### src/rtl/seven_segment_pkg.sv
// seven_segment_pkg
// Shared definitions for the multiplexed seven-segment driver:
//   - scan_state_e : GUARD / DRIVE phase of a digit slot
//   - hex_to_seg   : hex nibble to segment pattern (gfedcba, active-high)
//   - slot_len     : cycles per digit slot (guard + 15 brightness steps)
//   - reg_width    : counter/index width for a given range (minimum 1 bit)
package seven_segment_pkg;

  typedef enum logic {
    ST_GUARD = 1'b0,
    ST_DRIVE = 1'b1
  } scan_state_e;

  localparam int WR_DATA_W  = 9;
  localparam int MAX_BRIGHT = 15;

  // Hex-to-segment table, bit order gfedcba, 1 = lit.
  function automatic logic [6:0] hex_to_seg(input logic [3:0] nib);
    logic [6:0] seg;
    case (nib)
      4'h0:    seg = 7'h3F;
      4'h1:    seg = 7'h06;
      4'h2:    seg = 7'h5B;
      4'h3:    seg = 7'h4F;
      4'h4:    seg = 7'h66;
      4'h5:    seg = 7'h6D;
      4'h6:    seg = 7'h7D;
      4'h7:    seg = 7'h07;
      4'h8:    seg = 7'h7F;
      4'h9:    seg = 7'h6F;
      4'hA:    seg = 7'h77;
      4'hB:    seg = 7'h7C;
      4'hC:    seg = 7'h39;
      4'hD:    seg = 7'h5E;
      4'hE:    seg = 7'h79;
      4'hF:    seg = 7'h71;
      default: seg = 7'h00;
    endcase
    return seg;
  endfunction

  function automatic int slot_len(input int dead_cycles, input int step);
    return dead_cycles + MAX_BRIGHT * step;
  endfunction

  function automatic int reg_width(input int n);
    return (n > 1) ? $clog2(n) : 1;
  endfunction

endpackage

### src/rtl/seven_segment_decoder.sv
// seven_segment_decoder
// Combinational decode of one 9-bit digit register.
//   data_i[8] = 1 : raw mode, seg_o = data_i[6:0], dp_o = data_i[7]
//   data_i[8] = 0 : hex mode, seg_o = table(data_i[3:0]), dp_o = data_i[4]
// Ports: data_i (9) in, seg_o (7, gfedcba, active-high) out, dp_o (1) out.
module seven_segment_decoder
  import seven_segment_pkg::*;
(
  input  logic [WR_DATA_W-1:0] data_i,
  output logic [6:0]           seg_o,
  output logic                 dp_o
);

  // Raw/hex decode of the register contents.
  always_comb begin
    seg_o = 7'h00;
    dp_o  = 1'b0;
    if (data_i[8]) begin
      seg_o = data_i[6:0];
      dp_o  = data_i[7];
    end else begin
      seg_o = hex_to_seg(data_i[3:0]);
      dp_o  = data_i[4];
    end
  end

endmodule

### src/rtl/seven_segment_mux.sv
// seven_segment_mux
// Time-multiplexed seven-segment driver with per-slot guard time and PWM
// brightness. Each digit owns a slot of DEAD_CYCLES + 15*STEP cycles; the
// digit is lit from p = DEAD_CYCLES until p < DEAD_CYCLES + b*STEP.
// Ports:
//   io_mainClk, io_asyncReset     clock, async active-high reset
//   io_wr_valid/addr/data         digit register write port
//   io_brightness                 on-time in steps (0..15)
//   io_digitPins, io_segPins,     registered display pins
//   io_dpPin, io_frameTick        (frameTick marks end of last digit's slot)
module seven_segment_mux
  import seven_segment_pkg::*;
#(
  parameter int DIGITS           = 4,
  parameter int STEP             = 750,
  parameter int DEAD_CYCLES      = 64,
  parameter bit SEG_ACTIVE_LOW   = 1'b0,
  parameter bit DIGIT_ACTIVE_LOW = 1'b1
) (
  input  logic                         io_mainClk,
  input  logic                         io_asyncReset,
  input  logic                         io_wr_valid,
  input  logic [reg_width(DIGITS)-1:0] io_wr_addr,
  input  logic [WR_DATA_W-1:0]         io_wr_data,
  input  logic [3:0]                   io_brightness,
  output logic [DIGITS-1:0]            io_digitPins,
  output logic [6:0]                   io_segPins,
  output logic                         io_dpPin,
  output logic                         io_frameTick
);

  localparam int SLOT  = slot_len(DEAD_CYCLES, STEP);
  localparam int CNT_W = reg_width(SLOT);
  localparam int AW    = reg_width(DIGITS);

  localparam logic [31:0]      DEAD_U    = 32'(DEAD_CYCLES);
  localparam logic [31:0]      STEP_U    = 32'(STEP);
  localparam logic [31:0]      DIGITS_U  = 32'(DIGITS);
  localparam logic [CNT_W-1:0] P_LAST    = CNT_W'(SLOT - 1);
  localparam logic [AW-1:0]    SCAN_LAST = AW'(DIGITS - 1);
  localparam scan_state_e      ST_RESET  = (DEAD_CYCLES > 0) ? ST_GUARD : ST_DRIVE;

  logic [CNT_W-1:0]     p_q, p_d;
  logic [AW-1:0]        scan_q, scan_d;
  scan_state_e          state_q, state_d;
  logic [WR_DATA_W-1:0] digit_q [DIGITS];
  logic [WR_DATA_W-1:0] slot_data_q, slot_data_d;
  logic [3:0]           slot_bright_q, slot_bright_d;

  logic                 wrap_s;
  logic                 lit_s;
  logic [31:0]          lit_end_s;
  logic [6:0]           dec_seg_s;
  logic                 dec_dp_s;
  logic [DIGITS-1:0]    onehot_s;

  logic [DIGITS-1:0]    digit_pins_q, digit_pins_d;
  logic [6:0]           seg_pins_q, seg_pins_d;
  logic                 dp_pin_q, dp_pin_d;
  logic                 frame_tick_q, frame_tick_d;

  assign wrap_s = (p_q == P_LAST);

  // Phase counter, scan index and GUARD/DRIVE next state. The state is
  // derived from the next phase so state_q always matches p_q.
  always_comb begin
    p_d     = p_q + CNT_W'(1);
    scan_d  = scan_q;
    state_d = ST_DRIVE;
    if (wrap_s) begin
      p_d = '0;
      if (scan_q == SCAN_LAST) begin
        scan_d = '0;
      end else begin
        scan_d = scan_q + AW'(1);
      end
    end else begin
      scan_d = scan_q;
    end
    if (32'(p_d) < DEAD_U) begin
      state_d = ST_GUARD;
    end else begin
      state_d = ST_DRIVE;
    end
  end

  // Scan state registers.
  always_ff @(posedge io_mainClk or posedge io_asyncReset) begin
    if (io_asyncReset) begin
      p_q     <= '0;
      scan_q  <= '0;
      state_q <= ST_RESET;
    end else begin
      p_q     <= p_d;
      scan_q  <= scan_d;
      state_q <= state_d;
    end
  end

  // Digit register file; out-of-range addresses are dropped.
  always_ff @(posedge io_mainClk or posedge io_asyncReset) begin
    if (io_asyncReset) begin
      for (int i = 0; i < DIGITS; i++) begin
        digit_q[i] <= 9'h000;
      end
    end else if (io_wr_valid && (32'(io_wr_addr) < DIGITS_U)) begin
      digit_q[io_wr_addr] <= io_wr_data;
    end
  end

  // At p==0 the slot uses the freshly sampled register/brightness so the
  // first cycle of a slot already sees the new snapshot; afterwards the
  // held copy isolates the slot from writes and brightness changes.
  always_comb begin
    slot_data_d   = slot_data_q;
    slot_bright_d = slot_bright_q;
    if (p_q == '0) begin
      slot_data_d   = digit_q[scan_q];
      slot_bright_d = io_brightness;
    end else begin
      slot_data_d   = slot_data_q;
      slot_bright_d = slot_bright_q;
    end
  end

  // Slot snapshot registers.
  always_ff @(posedge io_mainClk or posedge io_asyncReset) begin
    if (io_asyncReset) begin
      slot_data_q   <= 9'h000;
      slot_bright_q <= 4'h0;
    end else begin
      slot_data_q   <= slot_data_d;
      slot_bright_q <= slot_bright_d;
    end
  end

  seven_segment_decoder u_decoder (
    .data_i (slot_data_d),
    .seg_o  (dec_seg_s),
    .dp_o   (dec_dp_s)
  );

  assign lit_end_s = DEAD_U + (32'(slot_bright_d) * STEP_U);

  // Pin values for the current counter state, polarity applied last.
  always_comb begin
    lit_s        = (state_q == ST_DRIVE) && (32'(p_q) < lit_end_s);
    onehot_s     = '0;
    seg_pins_d   = 7'h00;
    dp_pin_d     = 1'b0;
    if (lit_s) begin
      onehot_s   = DIGITS'(1'b1) << scan_q;
      seg_pins_d = dec_seg_s;
      dp_pin_d   = dec_dp_s;
    end else begin
      onehot_s   = '0;
    end
    digit_pins_d = onehot_s ^ {DIGITS{DIGIT_ACTIVE_LOW}};
    seg_pins_d   = seg_pins_d ^ {7{SEG_ACTIVE_LOW}};
    dp_pin_d     = dp_pin_d ^ SEG_ACTIVE_LOW;
    frame_tick_d = wrap_s && (scan_q == SCAN_LAST);
  end

  // Output registers; reset forces every pin inactive immediately.
  always_ff @(posedge io_mainClk or posedge io_asyncReset) begin
    if (io_asyncReset) begin
      digit_pins_q <= {DIGITS{DIGIT_ACTIVE_LOW}};
      seg_pins_q   <= {7{SEG_ACTIVE_LOW}};
      dp_pin_q     <= SEG_ACTIVE_LOW;
      frame_tick_q <= 1'b0;
    end else begin
      digit_pins_q <= digit_pins_d;
      seg_pins_q   <= seg_pins_d;
      dp_pin_q     <= dp_pin_d;
      frame_tick_q <= frame_tick_d;
    end
  end

  assign io_digitPins = digit_pins_q;
  assign io_segPins   = seg_pins_q;
  assign io_dpPin     = dp_pin_q;
  assign io_frameTick = frame_tick_q;

endmodule
### config.mk
export PLATFORM = sky130hd
export DESIGN_NAME = seven_segment_mux
export DESIGN_NICKNAME = d
export VERILOG_FILES = /design/src/rtl/seven_segment_pkg.sv /design/src/rtl/seven_segment_decoder.sv /design/src/rtl/seven_segment_mux.sv
export SDC_FILE = /design/constraint.sdc
export NUM_CORES = 1
export LEC_CHECK = 0
export ABC_CLOCK_PERIOD_IN_PS = 8700
export CORE_MARGIN = 8
export CORE_UTILIZATION = 36
export DETAILED_ROUTE_END_ITERATION = 12
export SYNTH_ARGS = -nofsm -noshare
export SYNTH_HDL_FRONTEND = slang
export SYNTH_SLANG_ARGS = --single-unit
export TNS_END_PERCENT = 50
### constraint.sdc
create_clock -name io_mainClk -period 8.7 [get_ports io_mainClk]
set_input_delay 0.87 -clock io_mainClk [delete_from_list [all_inputs] [get_ports io_mainClk]]
set_output_delay 0.87 -clock io_mainClk [all_outputs]
set_load 0.01 [all_outputs]
Word level (Yosys, flattened, before mapping)
Memories as Yosys holds them, arrays and structs flattened. Cells that the tools add are included.

Memories kept: 1. Output and inout port bits: 13. ROM bits: 112. Input bits: 18. Word-level logic and storage cells: 49. Bits in registers: 79.

Bitwise gates (word level): 3. Shifts and indexed selects: 1. Magnitude comparators: 5. Mux-type cells: 16. Add/subtract/negate cells: 3. Reduce and logical (&&, ||, !) cells: 4. Eq/ne operators: 2. Multiply operators: 1.

Memories: (no name shown) (words 16, bits a word 7, read ports 1, clocked after memory_dff 0, wr ports 0, line seven_segment_pkg.sv:20) `case (nib)`.

Operators with widths (number): $bwmux 36 (1); $mux 9 (4); $bmux 9 s2 (1); $demux 9 s2 (1); $add 7x14->15 const A (1); $lt 14x15->1 (1); $add 14x1->14 const B (1); $eq 14x14->1 const B (1); $logic_not 14->1 (1); $lt 14x7->1 const B (1); $mux 14 (1); $mux 7 (2); $mul 4x9->13 const B (1); $mux 4 (2); $ge 3x3->1 const B (2); $not 2->3 (2); $not 4->4 (1); $shl 1x2->4 const A (1); $logic_and 1x1->1 (3); $lt 3x1->1 const B (1); $mux 1 (3); $add 2x1->2 const B (1); $eq 2x2->1 const B (1); $mux 2 (1).

Longest topological paths before layout
Gate-level depths: netlist (run 1).

Word-level depth: 8. Depth in mapped cells: 31. Depth with buffers taken out: 29.

Modules after synthesis
Synthesis (run 1) repeated with hierarchy kept, for this count alone.

Cells, all modules: 428. Area total of the unflattened synthesis: 4869.7 µm².

By module, submodules not included: seven_segment_mux (area each 4516.8 µm², sequential area each 1981.9 µm², cells an instance 380, times used 1); seven_segment_decoder (area each 352.8 µm², sequential area each 0.0 µm², cells an instance 48, times used 1).

Least setup slack after synthesis (run 1)
Ideal clock, no wire load.

Path type: register -> register. Start: reg p_q[0]. End: reg seg_pins_q[3] (netlist: io_segPins[3]). Setup time: 0.111 ns. Buffers on the path: 2. Arrival: 5.906 ns. Stages on the path, launching flop included: 32. Path slack: 2.683 ns. Clock period less this slack: 6.017 ns. Cells stage by stage: dfrtp_1 -> inv_1 -> ha_1 -> nor4b_1 -> nand4_1 -> mux2i_1 -> inv_1 -> xnor2_1 -> ha_1 -> nor2_1 -> fa_1 -> inv_1 -> ha_1 -> clkbuf_1 -> a21o_1 -> a21oi_1 -> xnor2_1 -> ha_1 -> inv_1 -> a221o_1 -> o31ai_1 -> nand2_1 -> o211ai_1 -> xnor2_1 -> ha_1 -> a211oi_1 -> o21ai_0 -> a2111oi_0 -> a211oi_1 -> o32a_1 -> buf_6 -> a2111oi_2.

Longest elaborated chain between the ends: 7. Elaborated cells between the ends (all ways): 10. Classes of those cells: add/sub (1); mul (1); order compare (1); mux (4); reduce/logical (2); memory (1).

RTL lines: start: declaration (line seven_segment_mux.sv:43) `logic [CNT_W-1:0] p_q, p_d;`; start signal: assignment (line seven_segment_mux.sv:94) `p_q <= p_d;`; $logic_not 14->1 (line seven_segment_mux.sv:117) `if (p_q == '0) begin`; $mux 4 (line seven_segment_mux.sv:117); net slot_bright_d[3] (line seven_segment_mux.sv:48) `logic [3:0] slot_bright_q, slot_bright_d;`; $mul 4x9->13 (line seven_segment_mux.sv:143) `assign lit_end_s = DEAD_U + (32'(slot_bright_d) * STEP_U);`; $add 7x14->15 (line seven_segment_mux.sv:143); $lt 14x15->1 (line seven_segment_mux.sv:147) `lit_s = (state_q == ST_DRIVE) && (32'(p_q) < lit_end_s);`; $logic_and 1x1->1 (line seven_segment_mux.sv:147); $mux 7 (line seven_segment_mux.sv:151) `if (lit_s) begin`; net seg_pins_d[3] (line seven_segment_mux.sv:58) `logic [6:0] seg_pins_q, seg_pins_d;`; end signal: assignment (line seven_segment_mux.sv:168) `seg_pins_q <= {7{SEG_ACTIVE_LOW}};`; end signal: assignment (line seven_segment_mux.sv:173) `seg_pins_q <= seg_pins_d;`; end: declaration (line seven_segment_mux.sv:58).

The timed path passes the listed nets, and every way through them passes these cells. A chain may end at the register's enable or synchronous reset.

Worst setup path after layout (run 1)
Start: reg p_q[0]. End: reg seg_pins_q[0] (netlist: io_segPins[0]).

Same word-level chain as after synthesis.

==> summary.md, run 1 <==
| Metric | Value |
|---|---|
| Starting DRT DRC Count | `between 300 and 400` |
| Syn_nets | `~480` |
| Power Dens Cells | `just under 200 nW/um2` |
| Worst path slowest cell | `fa_1` |
| Chip Height | `between 100 and 150 um` |
| Crit Path Max Fanout | `13` |
| Synth Flop Type | `dfrtp_1` |
| Final slew viol count | `0` |
| Yosys cell types | `between 50 and 60` |
| Critical path launch point type | `flop` |
| CP Class | `flop to flop` |
| Main area contributors after synthesis | `dfrtp_1 39%, ha_1 11%, mux2_2 9.9%` |
| Status | `finished clean` |
| Asr flop ratio synth | `1.000` |
| Htree depth | `3` |
| Cts repair resizes | `0` |
| Post-DRT Antenna Nets | `0` |
| CP delay by family, top | `compound AO/OA/AOI/OAI gates` |
| Yosys Warn Count | `0` |
| Crit path time final | `about 7.0 ns` |
| Cell area after synthesis | `4770 um2` |
| Period utilisation layout | `0.8022` |
| Cell taking the most area after synthesis | `dfrtp_1` |
| Most used cell, CP | `ha_1` |
| First-pass GRT wire length | `17400 um` |
| Initial antenna violation count | `0` |
| Worst-Skew Late Latency | `around 0.34 ns` |
| Initial core utilization | `0.3645` |
| R2r setup slk | `between 1.5 and 2 ns` |
| Post-synth top area share | `0.3935` |
| Vias per cell | `approximately 5.2` |
| CTS root buf | `clkbuf_16` |
| RSZ-0062 raised after global routing | `no` |
| Die Span X | `131.1 um` |
| Clk sink count | `79` |
| Wire per inst | `roughly 16 um` |
| Final nets | `between 500 and 600` |
| Site row count | `42` |
| Clock Path Buffers | `2` |
| FF+latch count, synth | `79` |
| Gate Count Post-Synth | `slightly above 400` |
| CP endpoint kind | `flop` |
| Core area | `around 13000 um2` |
| Syn avg cell area | `11.52 um2` |
| Drt drc | `0` |
| Cts bufs inserted | `9` |
| Slew Limit Headroom | `0.3237` |
| Worst-path clk slew | `approximately 0.07 ns` |
| Gr ovfl total | `0` |
| IO Count | `31` |
| Hpwl dp | `7276 um` |
| Leakage power | `2.531 nW` |
| Setup_tns | `0 ns` |
| Bufs and invs on worst path | `5` |
| Via Count | `between 3000 and 4000` |
| CTS tree | `yes` |
| # hold bufs at CTS | `0` |
| MaxCap Viol Count | `0` |
| Placer Congestion | `~0.86` |
| GRT Overall Usage | `0.1221` |
| Total die area | `approximately 17000 um2` |
| Ant. Diodes | `0` |
| Maximum achievable frequency | `roughly 0.14 GHz` |
| Share of cells above drive strength 1 | `0.1933` |
| Seq/Total Area, Yosys | `0.4155` |
| Worst slew pin tran | `0.9862 ns` |
| # port buffers | `30` |
| Detailed Routing Iterations Pass 1 | `4` |
| Hold Path Class | `flop to flop` |
| CP max stage delay | `about 0.50 ns` |
| Utilization after layout | `0.4249` |
| CP Data Arrival Time | `7.18 ns` |
| Largest net degree at the start of global routing | `80` |
| Area growth syn-to-layout | `16.58%` |
| Peak supply drop | `slightly below 0.00008 V` |
| # setup viols final | `0` |
| WP data required | `8.90 ns` |
| Vias in the first global route | `between 3000 and 4000` |
| Post-CTS setup repair buffer count | `0` |
| Number of flops mapped to enable cells by yosys | `0` |
| Post-Route Skew | `just over 0.008 ns` |
| Endpoints failing hold | `0` |
| Detailed Route WL | `roughly 10000 um` |
-- worst paths after layout --
kind / from / end / cells past startpoint
setup / recovery: p_q[0] / io_segPins[0] / 30
hold / removal: digit_q[11] / digit_q[11] / 1
setup reg to reg: p_q[0] / io_segPins[0] / 30
hold reg to reg: digit_q[11] / digit_q[11] / 1
max in group asynchronous: io_asyncReset / digit_q[3] / 3
min in group asynchronous: io_asyncReset / io_frameTick / 3
-- sequential cells by signal, summed over array words and instances (netlist names) --
| register | cells |
|---|---|
| slot_bright_q | 4 |
| io_segPins | 7 |
| io_dpPin | 1 |
| io_digitPins | 4 |
| io_frameTick | 1 |
| slot_data_q | 9 |
| p_q | 14 |
| state_q | 1 |
| digit_q | 36 |
| scan_q | 2 |
-- cells by family (layout without fill, tap and decap cells) --
kind of cell | after synthesis | in the layout | share of synthesized area
flops | 79 | 79 | 0.4155
xor+xnor | 26 | 26 | 0.04774
compound gates | 65 | 65 | 0.1018
simple gates | 93 | 93 | 0.1057
buf+inv | 45 | 81 | 0.03909
mux | 60 | 60 | 0.1632
fa+ha+maj | 46 | 46 | 0.1270
-- metrics by stage --
step	setup slack (ns)	instances	area (um2)	total power (W)	hold WS (ns)
floorplan	2.683	414	4770	0.0006408	0.4595
global placement	2.142	610	5251	0.0007026	0.4832
detailed placement	1.813	610	5251	0.0007097	0.4859
CTS	1.759	626	5560	0.001106	0.5059
global route	1.141	626	5560	0.001158	0.5228
finish	1.721	626	5560	0.001094	0.5013
-- cells in the mapped netlist, drive strengths merged (8+ instances only) --
cell type,n
o21ai,8
nor3,11
mux4,9
mux2i,9
nand3b,8
a21oi,16
nand2,18
dfrtp,75
nand3,10
mux2,42
inv,32
nor2,20
xnor2,18
ha,42
xor2,8
-- area by class of cell --
type,count,area [um2]
clock buffer,9,225.2
tap,176,220.2
sequential,79,1982
clock inverter,7,83.83
inverter,32,120.1
fill,1221,7525
timing repair buffer,33,322.8
multi-input combinational,290,2606
-- per-layer routing --
metal / global-route usage / up-vias / wire, um
met1: 0.1658 / 1598 / 4924
met2: 0.1861 / 62 / 4475
li1: - / 1568 / -
met4: 0.04261 / 0 / 150
met5: 0 / - / 0
met3: 0.02858 / 12 / 433
-- placed cells by master, fill, tap and decap left out, types with 5 or more instances in the layout --
cell type | synthesis | layout
a211oi_1 | 5 | 5
mux4_2 | 9 | 9
nor2_1 | 20 | 20
clkbuf_16 | 0 | 9
a21o_1 | 6 | 6
ha_1 | 42 | 42
o21ai_0 | 8 | 8
nor3_1 | 11 | 11
nor2b_1 | 6 | 6
nand3_1 | 10 | 10
dfrtp_1 | 75 | 75
nand2_1 | 18 | 18
mux2_2 | 42 | 42
xor2_1 | 8 | 8
nand3b_1 | 8 | 8
a21oi_1 | 16 | 16
clkdlybuf4s50_1 | 0 | 30
inv_1 | 32 | 31
xnor2_1 | 18 | 18
mux2i_1 | 8 | 8
-- power breakdown --
group	switching (W)	leakage (nW)	internal, W	total, W
clock	0.000162	0.149	0.000228	0.000390
sequential	0.0000147	0.987	0.000401	0.000416
combinational	0.000152	1.39	0.000136	0.000288
total	0.000328	2.53	0.000766	0.00109
Note: power is estimated with default switching activity, not from simulation.
==> run 2: changes to the inputs <==
Settings changed: ABC_CLOCK_PERIOD_IN_PS 8700 to 6300.
Clock period 8.7 ns to 6.3 ns, I/O delays scaled along.
==> run 2 against run 1 <==
First-iteration DRC count down 34%. Non-clock buffer count up 31. Clock-buffer cell count up 1. Flip-flop and latch count unchanged. Total power up 43%. Worst hold slack better by 0.0012 ns.
==> summary.md, run 2 (synthesis results as in run 1) <==
| Metric | Value |
|---|---|
| Status | `finished clean` |
| Vias per cell | `~5.1` |
| Chip Height | `approximately 130 um` |
| Power Dens Cells | `262.5 nW/um2` |
| Total die area | `between 15000 and 20000 um2` |
| Worst slew pin tran | `0.9807 ns` |
| CP Data Arrival Time | `6.25 ns` |
| Site row count | `42` |
| Clk sink count | `about 80` |
| # port buffers | `30` |
| Max reg flops | `36` |
| Most flops, register | `digit_q` |
| Post-Route Skew | `around 0.0046 ns` |
| Sw Share | `0.2934` |
| WHS | `~0.5 ns` |
| GRT Overall Usage | `0.1222` |
| Worst-Skew Late Latency | `about 0.33 ns` |
| Starting DRT DRC Count | `around 230` |
| Cts bufs inserted | `9` |
| Combinational share of power | `0.297` |
| Via Count | `about 3400` |
| IO Count | `31` |
| Hpwl dp | `between 7000 and 8000 um` |
| Worst-path clk slew | `about 0.06 ns` |
| First-pass GRT wire length | `about 18000 um` |
| Post-placement cell area | `5489 um2` |
| Clock network fraction of total power | `0.335` |
| Internal | `roughly 0.0011 W` |
| Vias in the first global route | `about 3500` |
| Utilization after layout | `0.4557` |
| Share of cells above drive strength 1 | `0.2952` |
| Sw Pwr | `about 0.00046 W` |
| Critical path launch point type | `flop` |
| Ant. Diodes | `0` |
| Initial core utilization | `0.3645` |
| CP Class | `flop to flop` |
| Post-placement cell count | `640` |
| Worst path slowest cell | `fa_1` |
| Hold Path Class | `flop to flop` |
| # hold bufs at CTS | `0` |
| Most common cell after layout, fill and taps aside | `dfrtp_1` |
| Drt drc | `0` |
| Crit path time final | `6.029 ns` |
| Detailed Routing Iterations Pass 1 | `4` |
| Die Span X | `131.1 um` |
| Final slew viol count | `0` |
| Most frequent cells in the layout | `75 x dfrtp_1, 41 x mux2_2, 36 x ha_1` |
| Slew Limit Headroom | `0.3275` |
| CTS tree | `yes` |
| Clock Path Buffers | `2` |
| Wire per inst | `about 16 um` |
| Endpoints failing hold | `0` |
| Biggest regs | `digit_q: 36 flops, p_q: 14 flops, slot_data_q: 9 flops` |
| Initial antenna violation count | `0` |
| Largest net degree at the start of global routing | `80` |
| MaxCap Viol Count | `0` |
| CP endpoint kind | `flop` |
| Core area | `13090 um2` |
| WP data required | `6.52 ns` |
| Sequential cell fraction of total power | `0.368` |
| Peak supply drop | `0.0001432 V` |
| CTS root buf | `clkbuf_16` |
| Area growth syn-to-layout | `25.03%` |
| Crit Path Max Fanout | `8` |
| Fillers | `approximately 1200` |
| Final cell count without fillers | `roughly 660` |
| Htree depth | `3` |
| Area of the multi-input gates | `2763 um2` |
| Detailed Route WL | `10450 um` |
| FF/Latch Area | `between 1500 and 2000 um2` |
| Gr ovfl total | `0` |
| Placer Congestion | `roughly 0.84` |
| Leakage power | `roughly 2.7 nW` |
| Final nets | `between 500 and 600` |
| Period utilisation layout | `0.9570` |
| Maximum achievable frequency | `roughly 0.17 GHz` |
| CP max stage delay | `approximately 0.48 ns` |
| # setup viols final | `0` |
| Post-DRT Antenna Nets | `0` |
| Post-route cell area | `a little under 6000 um2` |
run 2: cell count changes in the layout (fill, tap and decap cells not counted), sizes merged:
| cell | delta |
|---|---|
| clkinvlp | +1 |
| inv | -4 |
| clkinv | +2 |
| buf | +31 |
| clkbuf | +1 |
run 2: layout make-up:
type                       count  area share
multi-input combinational    290      0.4633
sequential                    79      0.3324
timing repair buffer          64     0.09589
clock buffer                  10     0.04008
tap                          176     0.03693
inverter                      32     0.02014
clock inverter                 6     0.01133
run 2: worst paths after layout:
check                              start             to  slack (ns)  cells after the start
max in group asynchronous  io_asyncReset        p_q[12]        4.75                      3
min in group asynchronous  io_asyncReset   io_frameTick        0.93                      3
hold / removal               digit_q[17]    digit_q[17]        0.50                      1
setup reg to reg                  p_q[1]  io_segPins[3]        0.27                     28
setup / recovery                  p_q[1]  io_segPins[3]        0.27                     28
hold reg to reg              digit_q[17]    digit_q[17]        0.50                      1
run 2: power by group through the flow:
stage | logic [W] | registers [W] | clock network, W
2_1_floorplan | 0.000308 | 0.000576 | 0
3_3_place_gp | 0.000419 | 0.000580 | 0
3_5_place_dp | 0.000425 | 0.000585 | 0
4_1_cts | 0.000431 | 0.000576 | 0.000536
5_1_grt | 0.000519 | 0.000582 | 0.000555
6_report | 0.000464 | 0.000577 | 0.000525
run 2: per-stage QoR:
stage	setup TNS (ns)	power [W]	worst slack, ns
5_1_grt	-0.2204	0.001656	-0.07903
4_1_cts	0	0.001543	0.02129
6_report	0	0.001566	0.2709
3_3_place_gp	0	0.0009990	0.07627
2_1_floorplan	0	0.0008848	0.2827
3_5_place_dp	-1.319	0.001010	-0.2428
run 2: timing repair:
action | 4_1_cts | 5_1_grt
endpoints found under the hold margin | 0 | 0
setup buffers | 0 | 1
pin swaps | 1 | 8
gates resized for setup | 8 | 24
endpoints found under the setup margin | 12 | 12
run 2: critical path, delay by kind of cell (launching register included):
family	cells	cell delay [ns]
simple gates	4	0.64
compound gates	10	2.30
mux	1	0.22
buf+inv	7	0.79
flops	1	0.38
fa+ha+maj	5	1.44
xor+xnor	1	0.11
run 2: layer usage:
| metal | track usage | up-vias | wire length (um) | part of all wire |
|---|---|---|---|---|
| met5 | 0 | - | 0 | 0 |
| met4 | 0.03486 | 0 | 132 | 0.013 |
| met3 | 0.02515 | 14 | 403 | 0.039 |
| met2 | 0.1875 | 58 | 4702 | 0.45 |
| met1 | 0.1699 | 1664 | 5211 | 0.50 |
| li1 | - | 1631 | - | - |
